$ cat config.mk
export PLATFORM = sky130hd
export DESIGN_NAME = uart_cmd_pkt_flat
export DESIGN_NICKNAME = d
export VERILOG_FILES = /design/src/rtl/uart_cmd_pkt_if.sv /design/src/rtl/uart_cmd_pkt.sv /design/src/flat_wrapper.sv
export SDC_FILE = /design/constraint.sdc
export NUM_CORES = 1
export LEC_CHECK = 0
export ABC_AREA = 0
export CORE_MARGIN = 3
export CORE_UTILIZATION = 43
export CTS_CLUSTER_SIZE = 40
export DETAILED_ROUTE_END_ITERATION = 6
export HOLD_SLACK_MARGIN = 0.05
export PLACE_DENSITY_LB_ADDON = 0.2
export RECOVER_POWER = 50
export SKIP_CTS_REPAIR_TIMING = 1
export SLEW_MARGIN = 10
export SYNTH_ARGS = -nofsm -noshare
export SYNTH_HDL_FRONTEND = slang
export SYNTH_SLANG_ARGS = --single-unit
$ cat constraint.sdc
create_clock -name clk -period 2.6 [get_ports clk]
set_input_delay 0.26 -clock clk [delete_from_list [all_inputs] [get_ports clk]]
set_output_delay 0.26 -clock clk [all_outputs]
set_load 0.01 [all_outputs]
$ cat src/rtl/uart_cmd_pkt_if.sv
// Bundle of UART byte, command and response handshake signals for uart_cmd_pkt.
//   rx_rdy/rx_data/clr_rx_rdy          : received-byte handshake with the UART
//   cmd/cmd_rdy/clr_cmd_rdy/frame_err  : assembled command to the consumer
//   resp/send_resp/resp_busy/resp_done : response request from the consumer
//   trmt/tx_data/tx_done               : transmit-byte handshake with the UART
// slave is the packetiser view; master is the surrounding system view.
interface uart_cmd_pkt_if #(
    parameter int unsigned CMD_BYTES  = 2,
    parameter int unsigned RESP_BYTES = 1
);
    logic                    rx_rdy;
    logic [7:0]              rx_data;
    logic                    clr_rx_rdy;
    logic [8*CMD_BYTES-1:0]  cmd;
    logic                    cmd_rdy;
    logic                    clr_cmd_rdy;
    logic                    frame_err;
    logic [8*RESP_BYTES-1:0] resp;
    logic                    send_resp;
    logic                    resp_busy;
    logic                    trmt;
    logic [7:0]              tx_data;
    logic                    tx_done;
    logic                    resp_done;

    modport slave (
        input  rx_rdy, rx_data, clr_cmd_rdy, resp, send_resp, tx_done,
        output clr_rx_rdy, cmd, cmd_rdy, frame_err, resp_busy, trmt, tx_data, resp_done
    );

    modport master (
        output rx_rdy, rx_data, clr_cmd_rdy, resp, send_resp, tx_done,
        input  clr_rx_rdy, cmd, cmd_rdy, frame_err, resp_busy, trmt, tx_data, resp_done
    );
endinterface

$ cat src/rtl/uart_cmd_pkt.sv
// Byte-to-command packetiser between a byte UART and a command consumer.
//   RX: assembles CMD_BYTES bytes (first byte -> MSB) into cmd, flags cmd_rdy,
//       drops partial frames after TIMEOUT_CYC idle cycles (frame_err pulse).
//   TX: sends a RESP_BYTES response MSB first as back-to-back trmt/tx_done bytes.
// Ports: clk, rst_n (async active-low), bus (uart_cmd_pkt_if.slave).
module uart_cmd_pkt #(
    parameter int unsigned CMD_BYTES   = 2,
    parameter int unsigned RESP_BYTES  = 1,
    parameter int unsigned TIMEOUT_CYC = 500000
) (
    input  logic          clk,
    input  logic          rst_n,
    uart_cmd_pkt_if.slave bus
);

    localparam int unsigned CMD_W  = 8 * CMD_BYTES;
    localparam int unsigned RESP_W = 8 * RESP_BYTES;
    localparam int unsigned CNT_W  = $clog2(CMD_BYTES + 1);
    localparam int unsigned TO_W   = $clog2(TIMEOUT_CYC + 1);
    localparam int unsigned IDX_W  = $clog2(RESP_BYTES + 1);

    localparam logic [CNT_W-1:0] CNT_LAST = CNT_W'(CMD_BYTES);
    // frame_err is registered, so the fire decision is taken one cycle early
    localparam logic [TO_W-1:0]  TO_FIRE  = TO_W'(TIMEOUT_CYC - 2);
    localparam logic [TO_W-1:0]  TO_MAX   = TO_W'(TIMEOUT_CYC);
    localparam logic [IDX_W-1:0] IDX_LAST = IDX_W'(RESP_BYTES - 1);

    typedef enum logic {RX_IDLE, RX_COLLECT} rx_state_t;
    typedef enum logic [1:0] {TX_IDLE, TX_SEND, TX_WAIT} tx_state_t;

    rx_state_t         r_rx_state;
    logic [CMD_W-1:0]  r_asm;
    logic [CNT_W-1:0]  r_byte_cnt;
    logic [TO_W-1:0]   r_to_cnt;
    logic [CMD_W-1:0]  r_cmd;
    logic              r_cmd_rdy;
    logic              r_frame_err;

    tx_state_t         r_tx_state;
    logic [RESP_W-1:0] r_shift;
    logic [IDX_W-1:0]  r_idx;
    logic              r_resp_busy;
    logic              r_trmt;
    logic [7:0]        r_tx_data;
    logic              r_resp_done;

    logic [CMD_W-1:0]  w_asm_next;
    logic [CNT_W-1:0]  w_cnt_next;
    logic [RESP_W-1:0] w_shift_next;

    // A byte in IDLE always starts a fresh frame, whatever byte_cnt holds
    assign w_asm_next   = (r_asm << 8) | CMD_W'(bus.rx_data);
    assign w_cnt_next   = ((r_rx_state == RX_IDLE) ? '0 : r_byte_cnt) + CNT_W'(1);
    assign w_shift_next = r_shift << 8;

    assign bus.clr_rx_rdy = bus.rx_rdy;
    assign bus.cmd        = r_cmd;
    assign bus.cmd_rdy    = r_cmd_rdy;
    assign bus.frame_err  = r_frame_err;
    assign bus.resp_busy  = r_resp_busy;
    assign bus.trmt       = r_trmt;
    assign bus.tx_data    = r_tx_data;
    assign bus.resp_done  = r_resp_done;

    // RX framing FSM: byte assembly, inter-byte timeout, cmd_rdy flag
    always_ff @(posedge clk or negedge rst_n) begin
        if (!rst_n) begin
            r_rx_state  <= RX_IDLE;
            r_asm       <= '0;
            r_byte_cnt  <= '0;
            r_to_cnt    <= '0;
            r_cmd       <= '0;
            r_cmd_rdy   <= 1'b0;
            r_frame_err <= 1'b0;
        end else begin
            r_frame_err <= 1'b0;
            if (bus.clr_cmd_rdy) begin
                r_cmd_rdy <= 1'b0;
            end
            case (r_rx_state)
                RX_IDLE: begin
                    if (bus.rx_rdy) begin
                        r_to_cnt  <= '0;
                        r_asm     <= w_asm_next;
                        r_cmd_rdy <= 1'b0;
                        if (w_cnt_next == CNT_LAST) begin
                            // later assignment: completion beats any clear
                            r_cmd      <= w_asm_next;
                            r_cmd_rdy  <= 1'b1;
                            r_byte_cnt <= '0;
                        end else begin
                            r_byte_cnt <= w_cnt_next;
                            r_rx_state <= RX_COLLECT;
                        end
                    end
                end
                RX_COLLECT: begin
                    if (bus.rx_rdy) begin
                        // a byte arriving on the timeout cycle still counts
                        r_to_cnt <= '0;
                        r_asm    <= w_asm_next;
                        if (w_cnt_next == CNT_LAST) begin
                            r_cmd      <= w_asm_next;
                            r_cmd_rdy  <= 1'b1;
                            r_byte_cnt <= '0;
                            r_rx_state <= RX_IDLE;
                        end else begin
                            r_byte_cnt <= w_cnt_next;
                        end
                    end else if (r_to_cnt == TO_FIRE) begin
                        r_frame_err <= 1'b1;
                        r_asm       <= '0;
                        r_byte_cnt  <= '0;
                        r_to_cnt    <= '0;
                        r_rx_state  <= RX_IDLE;
                    end else if (r_to_cnt != TO_MAX) begin
                        r_to_cnt <= r_to_cnt + TO_W'(1);
                    end
                end
                default: r_rx_state <= RX_IDLE;
            endcase
        end
    end

    // TX response FSM: one trmt per byte, next byte on each tx_done
    always_ff @(posedge clk or negedge rst_n) begin
        if (!rst_n) begin
            r_tx_state  <= TX_IDLE;
            r_shift     <= '0;
            r_idx       <= '0;
            r_resp_busy <= 1'b0;
            r_trmt      <= 1'b0;
            r_tx_data   <= '0;
            r_resp_done <= 1'b0;
        end else begin
            r_trmt      <= 1'b0;
            r_resp_done <= 1'b0;
            case (r_tx_state)
                TX_IDLE: begin
                    if (bus.send_resp) begin
                        // trmt is raised on entry so it is visible during SEND
                        r_shift     <= bus.resp;
                        r_idx       <= '0;
                        r_resp_busy <= 1'b1;
                        r_trmt      <= 1'b1;
                        r_tx_data   <= bus.resp[RESP_W-1 -: 8];
                        r_tx_state  <= TX_SEND;
                    end
                end
                TX_SEND: begin
                    r_tx_state <= TX_WAIT;
                end
                TX_WAIT: begin
                    if (bus.tx_done) begin
                        if (r_idx != IDX_LAST) begin
                            r_shift    <= w_shift_next;
                            r_idx      <= r_idx + IDX_W'(1);
                            r_trmt     <= 1'b1;
                            r_tx_data  <= w_shift_next[RESP_W-1 -: 8];
                            r_tx_state <= TX_SEND;
                        end else begin
                            r_resp_done <= 1'b1;
                            r_resp_busy <= 1'b0;
                            r_tx_state  <= TX_IDLE;
                        end
                    end
                end
                default: r_tx_state <= TX_IDLE;
            endcase
        end
    end

endmodule

$ cat src/flat_wrapper.sv
// flat-port wrapper written by rule: the top's interface ports become plain ports
module uart_cmd_pkt_flat 
#(
    parameter int unsigned CMD_BYTES   = 2,
    parameter int unsigned RESP_BYTES  = 1,
    parameter int unsigned TIMEOUT_CYC = 500000
)
  (clk, rst_n, bus_rx_rdy, bus_rx_data, bus_clr_cmd_rdy, bus_resp, bus_send_resp, bus_tx_done, bus_clr_rx_rdy, bus_cmd, bus_cmd_rdy, bus_frame_err, bus_resp_busy, bus_trmt, bus_tx_data, bus_resp_done);
  uart_cmd_pkt_if #(.CMD_BYTES(CMD_BYTES), .RESP_BYTES(RESP_BYTES)) bus_i ();
  input  logic clk;
  input  logic rst_n;
  input wire logic [$bits(bus_i.rx_rdy)-1:0] bus_rx_rdy;
  input wire logic [$bits(bus_i.rx_data)-1:0] bus_rx_data;
  input wire logic [$bits(bus_i.clr_cmd_rdy)-1:0] bus_clr_cmd_rdy;
  input wire logic [$bits(bus_i.resp)-1:0] bus_resp;
  input wire logic [$bits(bus_i.send_resp)-1:0] bus_send_resp;
  input wire logic [$bits(bus_i.tx_done)-1:0] bus_tx_done;
  output wire logic [$bits(bus_i.clr_rx_rdy)-1:0] bus_clr_rx_rdy;
  output wire logic [$bits(bus_i.cmd)-1:0] bus_cmd;
  output wire logic [$bits(bus_i.cmd_rdy)-1:0] bus_cmd_rdy;
  output wire logic [$bits(bus_i.frame_err)-1:0] bus_frame_err;
  output wire logic [$bits(bus_i.resp_busy)-1:0] bus_resp_busy;
  output wire logic [$bits(bus_i.trmt)-1:0] bus_trmt;
  output wire logic [$bits(bus_i.tx_data)-1:0] bus_tx_data;
  output wire logic [$bits(bus_i.resp_done)-1:0] bus_resp_done;
  assign bus_i.rx_rdy = bus_rx_rdy;
  assign bus_i.rx_data = bus_rx_data;
  assign bus_i.clr_cmd_rdy = bus_clr_cmd_rdy;
  assign bus_i.resp = bus_resp;
  assign bus_i.send_resp = bus_send_resp;
  assign bus_i.tx_done = bus_tx_done;
  assign bus_clr_rx_rdy = bus_i.clr_rx_rdy;
  assign bus_cmd = bus_i.cmd;
  assign bus_cmd_rdy = bus_i.cmd_rdy;
  assign bus_frame_err = bus_i.frame_err;
  assign bus_resp_busy = bus_i.resp_busy;
  assign bus_trmt = bus_i.trmt;
  assign bus_tx_data = bus_i.tx_data;
  assign bus_resp_done = bus_i.resp_done;
  uart_cmd_pkt #(.CMD_BYTES(CMD_BYTES), .RESP_BYTES(RESP_BYTES), .TIMEOUT_CYC(TIMEOUT_CYC)) u_core (.clk(clk), .rst_n(rst_n), .bus(bus_i));
endmodule
==> flow_metrics.py <==
metrics = {
    "sta": {
        "finalClockSkew_ns": 0.00757,
        "worst_pin_slew_ns": 1.51,
        "setup_viol": 0,
        "relSlewSlack": -0.00659,
        "rsz0062_at_grt": "no",
        "timing.fmax_mhz": 418,
        "finalHoldViolCount": 0,
        "fin_crit_sh": 0.920,
        "finalMaxSlewViolations": 62,
        "period_needed_ns": 2.39,
        "finalSetupTns_ns": 0,
    },
    "place": {
        "dp_cells": 352,
        "place_congestion": 0.831,
        "port_buffers": 51,
        "dpl.hpwl_microns": 3790,
    },
    "logic_synthesis": {
        "synth_nets": 259,
        "netlist_instances": 234,
        "syn_avg_cell_area_sq_um": 11.8,
        "synth_edf_count": 0,
        "synth_flop_cell": "dfrtp_1",
        "synth_area_sq_mm": 0.00277,
        "async_reset_ff_frac": 1.00,
        "ys_seq_elements": 61,
        "yosys_warnings": 0,
        "ys_types": 41,
        "seq_area_frac_synth": 0.551,
    },
    "power": {
        "powerDensity_mw_per_mm2": 949,
        "irDropWorstVdd_mv": 0.529,
        "power_w": 0.00343,
        "p_leak_nw": 1.52,
    },
    "min_path": {
        "hold_class": "reg -> reg",
        "hold_end": "u_core.r_tx_state[0]",
        "holdPathStages": 1,
        "hold_start": "u_core.r_tx_state[0]",
    },
    "worst_setup_path": {
        "cp.required_ns": 2.78,
        "reg2reg_slack_ns": 0.21,
        "worstPathMaxFanout": 28,
        "cp-start-kind": "flop",
        "crit_arrival_ns": 2.58,
        "r2r-end": "u_core.r_to_cnt[10]",
        "r2r_start": "u_core.r_to_cnt[0]",
        "reg2regPathDepth": 7,
        "end_kind": "flop",
        "crit_type": "reg -> reg",
    },
    "global_route": {
        "grt_pass1_vias": 2053,
        "grt.overflow.total": 0,
        "antenna_found_initial": 0,
        "grt_pass1_wl_microns": 9970,
        "gr-usage-all-layers": 0.170,
        "grt_max_degree": 62,
    },
    "clocking": {
        "cts_max_path_buffers": 2,
        "path_clk_slew_ns": 0.07,
        "cts_sinks": 61,
        "cts-htree-levels": 3,
        "root_buffer": "clkbuf_8",
        "cts_tree": "yes",
        "clk_latency_ns": 0.34,
        "cts_inserted_buffers": 9,
    },
    "run_status": {
        "status": "finished with violations",
        "violations": "capacitance limit, slew limit",
    },
    "floorplan": {
        "coreArea_sq_mm": 0.00606,
        "die-area_sq_mm": 0.00744,
        "pin_count": 52,
        "start_util": 0.457,
        "die_w_microns": 86.2,
        "rows": 28,
        "die_h_microns": 86.2,
    },
    "cells_and_area": {
        "fin_nets": 314,
        "syn_to_final_growth_pct": 30.7,
        "diodes": 0,
        "final_layout_size_suffix_gt1_frac": 0.173,
        "final_cells": 369,
    },
    "drt": {
        "drtIter0Drc": 106,
        "ant_nets": 0,
        "drc_errors": 0,
        "wl_per_cell_microns": 16.2,
        "vias": 2100,
        "first_pass_iters": 4,
        "drt-total-wl_microns": 5970,
        "viasPerCell": 5.69,
    },
    "run": {
        "max-cap-violations": 1,
    },
}
[flip-flops by register name, summed over array words and instances, names as in the netlist]
signal and flops:
u_core.bus.tx_data 8, u_core.bus.resp_done 1, u_core.r_tx_state 2, u_core.bus.resp_busy 1, u_core.bus.cmd_rdy 1, u_core.r_rx_state 1, u_core.bus.trmt 1, u_core.bus.cmd 16
u_core.r_byte_cnt 2, u_core.bus.frame_err 1, u_core.r_to_cnt 19, u_core.r_asm 8
[worst max-delay path by stage]
stage / cells past startpoint / to / start
5_1_grt: 7 / u_core.r_to_cnt[10] / u_core.r_to_cnt[0]
3_3_place_gp: 6 / u_core.r_to_cnt[18] / bus_rx_rdy
4_1_cts: 7 / u_core.r_to_cnt[10] / u_core.r_to_cnt[0]
2_1_floorplan: 8 / u_core.r_to_cnt[17] / u_core.r_to_cnt[0]
6_report: 7 / u_core.r_to_cnt[10] / u_core.r_to_cnt[0]
3_5_place_dp: 6 / u_core.r_to_cnt[18] / bus_rx_rdy
[cell usage in the layout, fill, tap and decap left out, drive strengths merged, types with 2 or more instances in the layout]
| master | count |
|---|---|
| nor4 | 2 |
| nand2b | 4 |
| nor2 | 7 |
| a22o | 8 |
| bufinv | 4 |
| and3 | 4 |
| a21oi | 2 |
| and4 | 3 |
| o221ai | 2 |
| o21ai | 5 |
| inv | 6 |
| and2 | 3 |
| clkbuf | 14 |
| clkdlybuf4s50 | 50 |
| nand3b | 9 |
| nand4 | 6 |
| or4b | 3 |
| nor2b | 2 |
| a31oi | 28 |
| a41oi | 3 |
| nand2 | 11 |
| mux2 | 25 |
| nor3b | 4 |
| ha | 3 |
| nand3 | 8 |
| nor3 | 3 |
| buf | 2 |
| dfrtp | 61 |
| o21a | 2 |
| clkinv | 2 |
[through the flow]
step | worst slack [ns] | util | hold slack, ns | cell area, sq um
2_1_floorplan | 0.541 | - | -0.0356 | 2770
3_3_place_gp | 0.189 | 0.553 | 0.297 | 3350
3_5_place_dp | 0.123 | 0.553 | 0.295 | 3350
4_1_cts | 0.169 | 0.598 | -0.0674 | 3630
5_1_grt | 0.0128 | 0.597 | 0.510 | 3620
6_report | 0.209 | 0.597 | 0.492 | 3620
[worst max-delay path: stages (launching register included)]
cell	delay [ns]
dfrtp_1	0.41
inv_1	0.12
ha_1	0.17
or4b_1	0.43
nor3b_1	0.45
o21ai_4	0.30
a41oi_1	0.30
a31oi_1	0.06
[cells in the mapped netlist, types with 2 or more instances]
master / count / area, sq um
dfrtp_1: 61 / 1530
a31oi_1: 28 / 175
mux2_2: 25 / 282
nand2_1: 11 / 41.3
nand3b_1: 9 / 67.6
a22o_1: 8 / 70.1
nand3_1: 8 / 40.0
nor2_1: 7 / 26.3
clkbuf_1: 6 / 22.5
inv_1: 6 / 22.5
nand4_1: 6 / 37.5
and3_1: 4 / 25.0
nand2b_1: 4 / 25.0
nor3b_1: 4 / 30.0
a41oi_1: 3 / 26.3
and2_1: 3 / 18.8
and4_1: 3 / 26.3
buf_2: 3 / 15.0
ha_1: 3 / 37.5
nor3_1: 3 / 15.0
a21oi_2: 2 / 17.5
buf_1: 2 / 7.51
nor2b_1: 2 / 12.5
o21a_1: 2 / 15.0
o21ai_0: 2 / 10.0
o21ai_1: 2 / 10.0
o221ai_1: 2 / 17.5
or4b_4: 2 / 27.5
[area by class of cell]
type,count,area (sq um)
fillers,518,2440
clock inverters,6,134
repair buffers,57,541
flip-flops and latches,61,1530
inverters,6,22.5
clock buffers,10,138
multi-input cells,154,1160
well taps,75,93.8
[per-layer routing]
| layer | global-route usage | share of wire | vias to the layer above |
|---|---|---|---|
| met1 | 0.228 | 0.47 | 1046 |
| met3 | 0.0466 | 0.052 | 4 |
| met2 | 0.263 | 0.46 | 47 |
| li1 | - | - | 1003 |
| met5 | 0 | 0 | - |
| met4 | 0.0694 | 0.0092 | 0 |
[cell families after synthesis]
kind of cell    synth area share
fa+ha+maj                 0.0136
simple gates               0.165
mux                        0.102
flops                      0.551
buf+inv                   0.0312
compound gates             0.137
[where the power goes]
| part | internal, W | switching (W) |
|---|---|---|
| Combinational | 0.000583 | 0.000364 |
| Clock | 0.000760 | 0.000389 |
| Sequential | 0.00119 | 0.000146 |
| Total | 0.00253 | 0.000899 |
Power figures use the tool's default switching activity.
